===== src/rtl/mem_arbiter_pkg.sv =====
// Shared types for the instruction/data RAM-port arbiter: word, RAM handshake state,
// arbiter FSM state and the latched request payload.
package mem_arbiter_pkg;

  localparam int unsigned WORD_W = 32;

  typedef logic [WORD_W-1:0] word_t;

  typedef enum logic [1:0] {
    FREE   = 2'd0,
    BUSY   = 2'd1,
    ACCESS = 2'd2,
    ERROR  = 2'd3
  } ramstate_t;

  typedef enum logic [1:0] {
    IDLE = 2'd0,
    IACC = 2'd1,
    DACC = 2'd2
  } arb_state_t;

  typedef struct packed {
    word_t addr;
    word_t store;
    logic  wen;
  } arb_req_t;

endpackage


===== src/rtl/mem_arbiter_if.sv =====
// CPU-side request/response signals and RAM-side port of the arbiter in one bundle.
interface mem_arbiter_if;
  import mem_arbiter_pkg::*;

  logic      iREN;
  word_t     iaddr;
  logic      iwait;
  word_t     iload;
  logic      dREN;
  logic      dWEN;
  word_t     daddr;
  word_t     dstore;
  logic      dwait;
  word_t     dload;
  logic      ramREN;
  logic      ramWEN;
  word_t     ramaddr;
  word_t     ramstore;
  word_t     ramload;
  ramstate_t ramstate;

  // Arbiter view
  modport slave (
    input  iREN, iaddr, dREN, dWEN, daddr, dstore, ramload, ramstate,
    output iwait, iload, dwait, dload, ramREN, ramWEN, ramaddr, ramstore
  );

  // Environment view (requesters + RAM)
  modport master (
    output iREN, iaddr, dREN, dWEN, daddr, dstore, ramload, ramstate,
    input  iwait, iload, dwait, dload, ramREN, ramWEN, ramaddr, ramstore
  );

endinterface


===== src/rtl/mem_arbiter_streak_ctr.sv =====
// Saturating count of consecutive data grants taken while fetch was waiting.
module arb_streak_ctr #(
  parameter int unsigned MAX_DSTREAK = 4
) (
  input  logic CLK,
  input  logic nRST,
  input  logic i_clr,
  input  logic i_inc,
  output logic o_sat_c
);

  localparam int unsigned CNT_W = $clog2(MAX_DSTREAK + 1);

  logic [CNT_W-1:0] r_cnt;

  always_ff @(posedge CLK) begin
    if (!nRST) begin
      r_cnt <= '0;
    end else if (i_clr) begin
      r_cnt <= '0;
    end else if (i_inc && !o_sat_c) begin
      r_cnt <= r_cnt + CNT_W'(1);
    end
  end

  assign o_sat_c = (r_cnt == CNT_W'(MAX_DSTREAK));

endmodule


===== src/rtl/mem_arbiter.sv =====
// Arbitrates the single RAM port between fetch and data requesters: data-first with
// an anti-starvation streak limit, one-cycle wait-low completion, and a hung-RAM timeout.
module mem_arbiter
  import mem_arbiter_pkg::*;
#(
  parameter int unsigned MAX_DSTREAK = 4,
  parameter int unsigned TIMEOUT     = 255
) (
  input  logic          CLK,
  input  logic          nRST,
  mem_arbiter_if.slave  bus,
  output logic          mem_err
);

  localparam int unsigned TCNT_W = $clog2(TIMEOUT + 1);

  arb_state_t        r_state;
  arb_req_t          r_req;
  logic [TCNT_W-1:0] r_tcount;
  logic              r_ren;
  logic              r_wen;
  logic              r_mem_err;

  logic w_dreq;
  logic w_sat;
  logic w_grant_d;
  logic w_grant_i;
  logic w_active;
  logic w_access;
  logic w_timeout;
  logic w_done;
  logic w_ipulse;
  logic w_dpulse;

  // Fetch is forced only when it has waited through a full streak of data grants
  assign w_dreq    = bus.dREN | bus.dWEN;
  assign w_grant_d = (r_state == IDLE) && w_dreq && !(bus.iREN && w_sat);
  assign w_grant_i = (r_state == IDLE) && !w_grant_d && bus.iREN;
  assign w_active  = (r_state == IACC) || (r_state == DACC);
  assign w_access  = w_active && (bus.ramstate == ACCESS);
  assign w_timeout = w_active && !w_access && (r_tcount == TCNT_W'(TIMEOUT - 1));

  arb_streak_ctr #(
    .MAX_DSTREAK (MAX_DSTREAK)
  ) u_streak (
    .CLK     (CLK),
    .nRST    (nRST),
    .i_clr   (w_grant_i || (w_grant_d && !bus.iREN)),
    .i_inc   (w_grant_d && bus.iREN),
    .o_sat_c (w_sat)
  );

  always_ff @(posedge CLK) begin
    if (!nRST) begin
      r_state   <= IDLE;
      r_req     <= '0;
      r_tcount  <= '0;
      r_ren     <= 1'b0;
      r_wen     <= 1'b0;
      r_mem_err <= 1'b0;
    end else begin
      case (r_state)
        IDLE: begin
          r_tcount <= '0;
          if (w_grant_d) begin
            r_state     <= DACC;
            r_req.addr  <= bus.daddr;
            r_req.store <= bus.dstore;
            r_req.wen   <= bus.dWEN;
            r_ren       <= !bus.dWEN;
            r_wen       <= bus.dWEN;
          end else if (w_grant_i) begin
            r_state    <= IACC;
            r_req.addr <= bus.iaddr;
            r_req.wen  <= 1'b0;
            r_ren      <= 1'b1;
            r_wen      <= 1'b0;
          end
        end
        IACC, DACC: begin
          // FREE/BUSY/ERROR all simply hold the RAM drive and keep counting
          if (w_access || w_timeout) begin
            r_state <= IDLE;
            r_ren   <= 1'b0;
            r_wen   <= 1'b0;
            if (w_timeout) begin
              r_mem_err <= 1'b1;
            end
          end else begin
            r_tcount <= r_tcount + TCNT_W'(1);
          end
        end
        default: begin
          r_state <= IDLE;
          r_ren   <= 1'b0;
          r_wen   <= 1'b0;
        end
      endcase
    end
  end

  // Completion is reported only to a requester still asking, and never during reset
  assign w_done   = w_access && nRST;
  assign w_ipulse = w_done && (r_state == IACC) && bus.iREN;
  assign w_dpulse = w_done && (r_state == DACC) && w_dreq;

  assign bus.iwait    = !w_ipulse;
  assign bus.iload    = w_ipulse ? bus.ramload : '0;
  assign bus.dwait    = !w_dpulse;
  assign bus.dload    = (w_dpulse && !r_req.wen) ? bus.ramload : '0;
  assign bus.ramREN   = r_ren;
  assign bus.ramWEN   = r_wen;
  assign bus.ramaddr  = r_req.addr;
  assign bus.ramstore = r_req.store;
  assign mem_err      = r_mem_err;

endmodule


===== src/flat_wrapper.sv =====
// flat-port wrapper written by rule: the top's interface ports become plain ports
module mem_arbiter_flat import mem_arbiter_pkg::*;
#(
  parameter int unsigned MAX_DSTREAK = 4,
  parameter int unsigned TIMEOUT     = 255
)
  (CLK, nRST, mem_err, bus_iREN, bus_iaddr, bus_dREN, bus_dWEN, bus_daddr, bus_dstore, bus_ramload, bus_ramstate, bus_iwait, bus_iload, bus_dwait, bus_dload, bus_ramREN, bus_ramWEN, bus_ramaddr, bus_ramstore);
  mem_arbiter_if bus_i ();
  input  logic CLK;
  input  logic nRST;
  output logic mem_err;
  input wire logic [$bits(bus_i.iREN)-1:0] bus_iREN;
  input wire logic [$bits(bus_i.iaddr)-1:0] bus_iaddr;
  input wire logic [$bits(bus_i.dREN)-1:0] bus_dREN;
  input wire logic [$bits(bus_i.dWEN)-1:0] bus_dWEN;
  input wire logic [$bits(bus_i.daddr)-1:0] bus_daddr;
  input wire logic [$bits(bus_i.dstore)-1:0] bus_dstore;
  input wire logic [$bits(bus_i.ramload)-1:0] bus_ramload;
  input wire logic [$bits(bus_i.ramstate)-1:0] bus_ramstate;
  output wire logic [$bits(bus_i.iwait)-1:0] bus_iwait;
  output wire logic [$bits(bus_i.iload)-1:0] bus_iload;
  output wire logic [$bits(bus_i.dwait)-1:0] bus_dwait;
  output wire logic [$bits(bus_i.dload)-1:0] bus_dload;
  output wire logic [$bits(bus_i.ramREN)-1:0] bus_ramREN;
  output wire logic [$bits(bus_i.ramWEN)-1:0] bus_ramWEN;
  output wire logic [$bits(bus_i.ramaddr)-1:0] bus_ramaddr;
  output wire logic [$bits(bus_i.ramstore)-1:0] bus_ramstore;
  assign bus_i.iREN = bus_iREN;
  assign bus_i.iaddr = bus_iaddr;
  assign bus_i.dREN = bus_dREN;
  assign bus_i.dWEN = bus_dWEN;
  assign bus_i.daddr = bus_daddr;
  assign bus_i.dstore = bus_dstore;
  assign bus_i.ramload = bus_ramload;
  assign bus_i.ramstate = bus_ramstate;
  assign bus_iwait = bus_i.iwait;
  assign bus_iload = bus_i.iload;
  assign bus_dwait = bus_i.dwait;
  assign bus_dload = bus_i.dload;
  assign bus_ramREN = bus_i.ramREN;
  assign bus_ramWEN = bus_i.ramWEN;
  assign bus_ramaddr = bus_i.ramaddr;
  assign bus_ramstore = bus_i.ramstore;
  mem_arbiter #(.MAX_DSTREAK(MAX_DSTREAK), .TIMEOUT(TIMEOUT)) u_core (.CLK(CLK), .nRST(nRST), .bus(bus_i), .mem_err(mem_err));
endmodule

===== config.mk =====
export PLATFORM = sky130hd
export DESIGN_NAME = mem_arbiter_flat
export DESIGN_NICKNAME = d
export VERILOG_FILES = /design/src/rtl/mem_arbiter_pkg.sv /design/src/rtl/mem_arbiter_if.sv /design/src/rtl/mem_arbiter_streak_ctr.sv /design/src/rtl/mem_arbiter.sv /design/src/flat_wrapper.sv
export SDC_FILE = /design/constraint.sdc
export NUM_CORES = 1
export LEC_CHECK = 0
export CAP_MARGIN = 20
export CORE_MARGIN = 4
export CORE_UTILIZATION = 40
export CTS_CLUSTER_DIAMETER = 60
export DETAILED_ROUTE_END_ITERATION = 8
export GPL_ROUTABILITY_DRIVEN = 0
export GPL_TIMING_DRIVEN = 0
export PLACE_DENSITY = 0.85
export SLEW_MARGIN = 25
export SYNTH_ARGS = -nofsm -noshare
export SYNTH_HDL_FRONTEND = slang
export SYNTH_SLANG_ARGS = --single-unit
export TNS_END_PERCENT = 10

===== constraint.sdc =====
create_clock -name CLK -period 5.5 [get_ports CLK]
set_clock_uncertainty 0.05 [all_clocks]
set_input_delay 1.65 -clock CLK [delete_from_list [all_inputs] [get_ports CLK]]
set_output_delay 1.65 -clock CLK [all_outputs]
set_load 0.02 [all_outputs]

==> impl_metrics.env <==
export IMPL_run_status="finished, final reports clean"
export IMPL_postSynthNetCount=712
export IMPL_yosys_area_top_type_share_pct=37.4
export IMPL_initial_utilization_pct=41.6
export IMPL_report_final_setup_viol=0
export IMPL_antenna_nets_post_route=0
export IMPL_final_hold_slack_ps=409
export IMPL_grt_setup_unrepaired="yes"
export IMPL_hold_path_class="flop to flop"
export IMPL_criticalPathCategory="input port to output pin"
export IMPL_power_combinational_fraction_pct=57.4
export IMPL_synth_seq_area_share_pct=37.4
export IMPL_area_growth_syn_to_layout_pct=71.7
export IMPL_place_port_buffers=266
export IMPL_die_height_um=112
export IMPL_post_synth_main_area_contributors="dfxtp_1, nand2_1, buf_4, and2_1, a31oi_1"
export IMPL_net_switching_power_of_the_design_mw=1.28
export IMPL_worst_ep_arrival_time_ps=3680
export IMPL_peakVddDrop_mv=0.342
export IMPL_route_vias_total=4851
export IMPL_synthDominantAreaCellType="dfxtp_1"
export IMPL_p_total_mw=3.16
export IMPL_antenna_found_initial=3
export IMPL_finalHoldViolCount=0
export IMPL_synthTopCellsByCount="nand2_1, dfxtp_1, buf_4, and2_1, a21oi_1"
export IMPL_share_seq_of_total_power_pct=28.4
export IMPL_placement_rows=37
export IMPL_yosys_most_used_dff="dfxtp_1"
export IMPL_timing_fmax_ghz=0.186
export IMPL_worst_slew_pin_slew_ps=521
export IMPL_p_sw_share_pct=40.4
export IMPL_clock_tree_htree_level_count=3
export IMPL_synth_async_sr_flop_share_pct=0
export IMPL_cts_buffers=9
export IMPL_vias_per_cell=4.90
export IMPL_synthDistinctLibCells=44
export IMPL_combined_global_route_utilization_of_all_metal_layers_pct=23.7
export IMPL_drive_gt1_share_pct=13.6
export IMPL_grt_max_degree=15
export IMPL_total_leakage_power_nw=3.40
export IMPL_cts_repair_timing_setup_buffer_count=0
export IMPL_period_needed_ps=5380
export IMPL_worstSetupEndpointType="output pin"
export IMPL_postSynthAreaPerCell_um2=7.60
export IMPL_period_share_pct=97.9
export IMPL_synthesis_area_um2=4330
export IMPL_timing_max_slew_rel_slack_pct=65.3
export IMPL_final_net_count=989
export IMPL_synth_enable_flop_cells=0
export IMPL_clock_sink_count=81
export IMPL_first_global_vias=4788
export IMPL_synth_cells=570
export IMPL_max_clock_path_buffers=2
export IMPL_cts_root_buf="clkbuf_8"
export IMPL_die_width_um=112
export IMPL_drtIter0Drc=149
export IMPL_setup_worst_path_start_class="input port"
export IMPL_yosys_warnings=0
export IMPL_grt_first_pass_wirelength_mm=24.0
export IMPL_clock_power_share_pct=14.2
export IMPL_fp_dieArea_um2=12600
export IMPL_routed_wl_mm=15.9
export IMPL_route_detailed_wl_per_inst_um=16.0
export IMPL_hpwlAfterDp_mm=12.8
export IMPL_clk_pin_slew_ps=90
export IMPL_max_cap_viol_count=0
export IMPL_cts_hold_fix_buffers=0
export IMPL_first_pass_iters=4
export IMPL_postSynthRegisterBits=81
export IMPL_tritoncts="yes"
export IMPL_worstSkewPairLatency_ps=340
export IMPL_timing_critical_path_required_ps=3800
export IMPL_ios=268
export IMPL_slew_viol_final=0
export IMPL_overflow=0
export IMPL_drc_errors=0
export IMPL_design_core_area_um2=10400
export IMPL_crit_path_max_fanout=10
export IMPL_synthMostInstantiatedCell="nand2_1"
export IMPL_internal_power_mw=1.89
export IMPL_power_density_nw_per_um2=425
## placed cells by master, fill, tap and decap left out, types with 3 or more instances in the layout
cell type and count:
a21oi_1 37, a31oi_1 36, and2_1 64, and3_1 3, buf_2 13, buf_4 70, clkbuf_1 15, clkbuf_2 4
clkbuf_8 10, clkdlybuf4s50_1 245, dfxtp_1 81, diode_2 3, dlymetal6s2s_1 21, ha_1 7, inv_1 6, nand2_1 143
nand3_1 16, nor2_1 5, o21ai_0 34
## per-layer routing
layer	vias to the layer above	GRT usage [%]	part of all wire, %
li1	2391	-	-
met1	2219	23.1	36
met2	222	46.3	53
met3	19	7.33	8.4
met4	0	9.13	2.3
met5	-	0	0
## cell type report
type / count / area [µm²]
diodes: 3 / 7.51
repair buffers: 266 / 2720
fillers: 781 / 2980
well taps: 136 / 170
multi-input cells: 379 / 2010
clock inverters: 5 / 63.8
clock buffers: 11 / 141
plain buffers: 103 / 678
inverters: 7 / 26.3
flip-flops and latches: 81 / 1620
## what timing repair did
action,4_1_cts,5_1_grt
gates resized for setup,3,26
hold endpoints to repair,0,0
pin swaps,0,0
endpoints found under the setup margin,9,51
## logic make-up (layout without fill, tap and decap cells)
logic type / Yosys count / in the layout / synth area share, %
AOI/OAI and AO/OA: 123 / 123 / 16.8
buffers and inverters: 110 / 392 / 16.2
muxes: 2 / 2 / 0.462
and+or+nand+nor: 247 / 247 / 27.1
DFF: 81 / 81 / 37.4
other: 0 / 3 / 0
adders and majority gates: 7 / 7 / 2.02
## metrics by stage
step                std cells  area (µm²)  TNS (ps)  setup WS, ps  util (%)
floorplan                 570        4330         0           951         -
global placement          972        7160         0          15.9      68.8
detailed placement        972        7160     -81.4         -27.3      68.8
CTS                       988        7370         0          2.87      70.8
global route              991        7440     -6.94         -4.44      71.4
finish                    991        7440         0           116      71.4
## path summary, 6_finish.rpt
| path | from | to | slack, ps | cells after the start |
|---|---|---|---|---|
| worst max-delay path | bus_ramstate[0] | bus_dload[10] | 120 | 7 |
| worst min-delay path | u_core.bus.ramstore[22]$_SDFFE_PN0P_ | u_core.bus.ramstore[22]$_SDFFE_PN0P_ | 410 | 2 |
| worst max register to register | u_core.r_state[0]$_SDFFE_PN0P_ | u_core.bus.ramaddr[12]$_SDFFE_PN0P_ | 3620 | 7 |
| worst min register to register | u_core.bus.ramstore[22]$_SDFFE_PN0P_ | u_core.bus.ramstore[22]$_SDFFE_PN0P_ | 410 | 2 |
## power groups by stage
stage,clock (mW),sequential [mW],combinational (mW)
6_report,0.449,0.898,1.81
5_1_grt,0.485,0.921,1.97
4_1_cts,0.457,0.897,1.83
3_5_place_dp,0,0.907,1.82
3_3_place_gp,0,0.895,1.78
2_1_floorplan,0,0.883,1.13
## worst max-delay path, stage by stage
cell             delay (ps)
clkdlybuf4s50_1         430
and4b_1                 320
nand3_1                 130
nor2_2                  170
buf_2                   220
and2_1                  160
clkdlybuf4s50_1         600
## sequential cells by signal, summed over array words and instances, names as in the netlist
register and count:
u_core.mem_err 1, u_core.r_tcount 8, u_core.bus.ramWEN 1, u_core.bus.ramaddr 32
u_core.u_streak.r_cnt 3, u_core.bus.ramREN 1, u_core.r_req 1, u_core.r_state 2
u_core.bus.ramstore 32
Power figures use the tool's default switching activity.
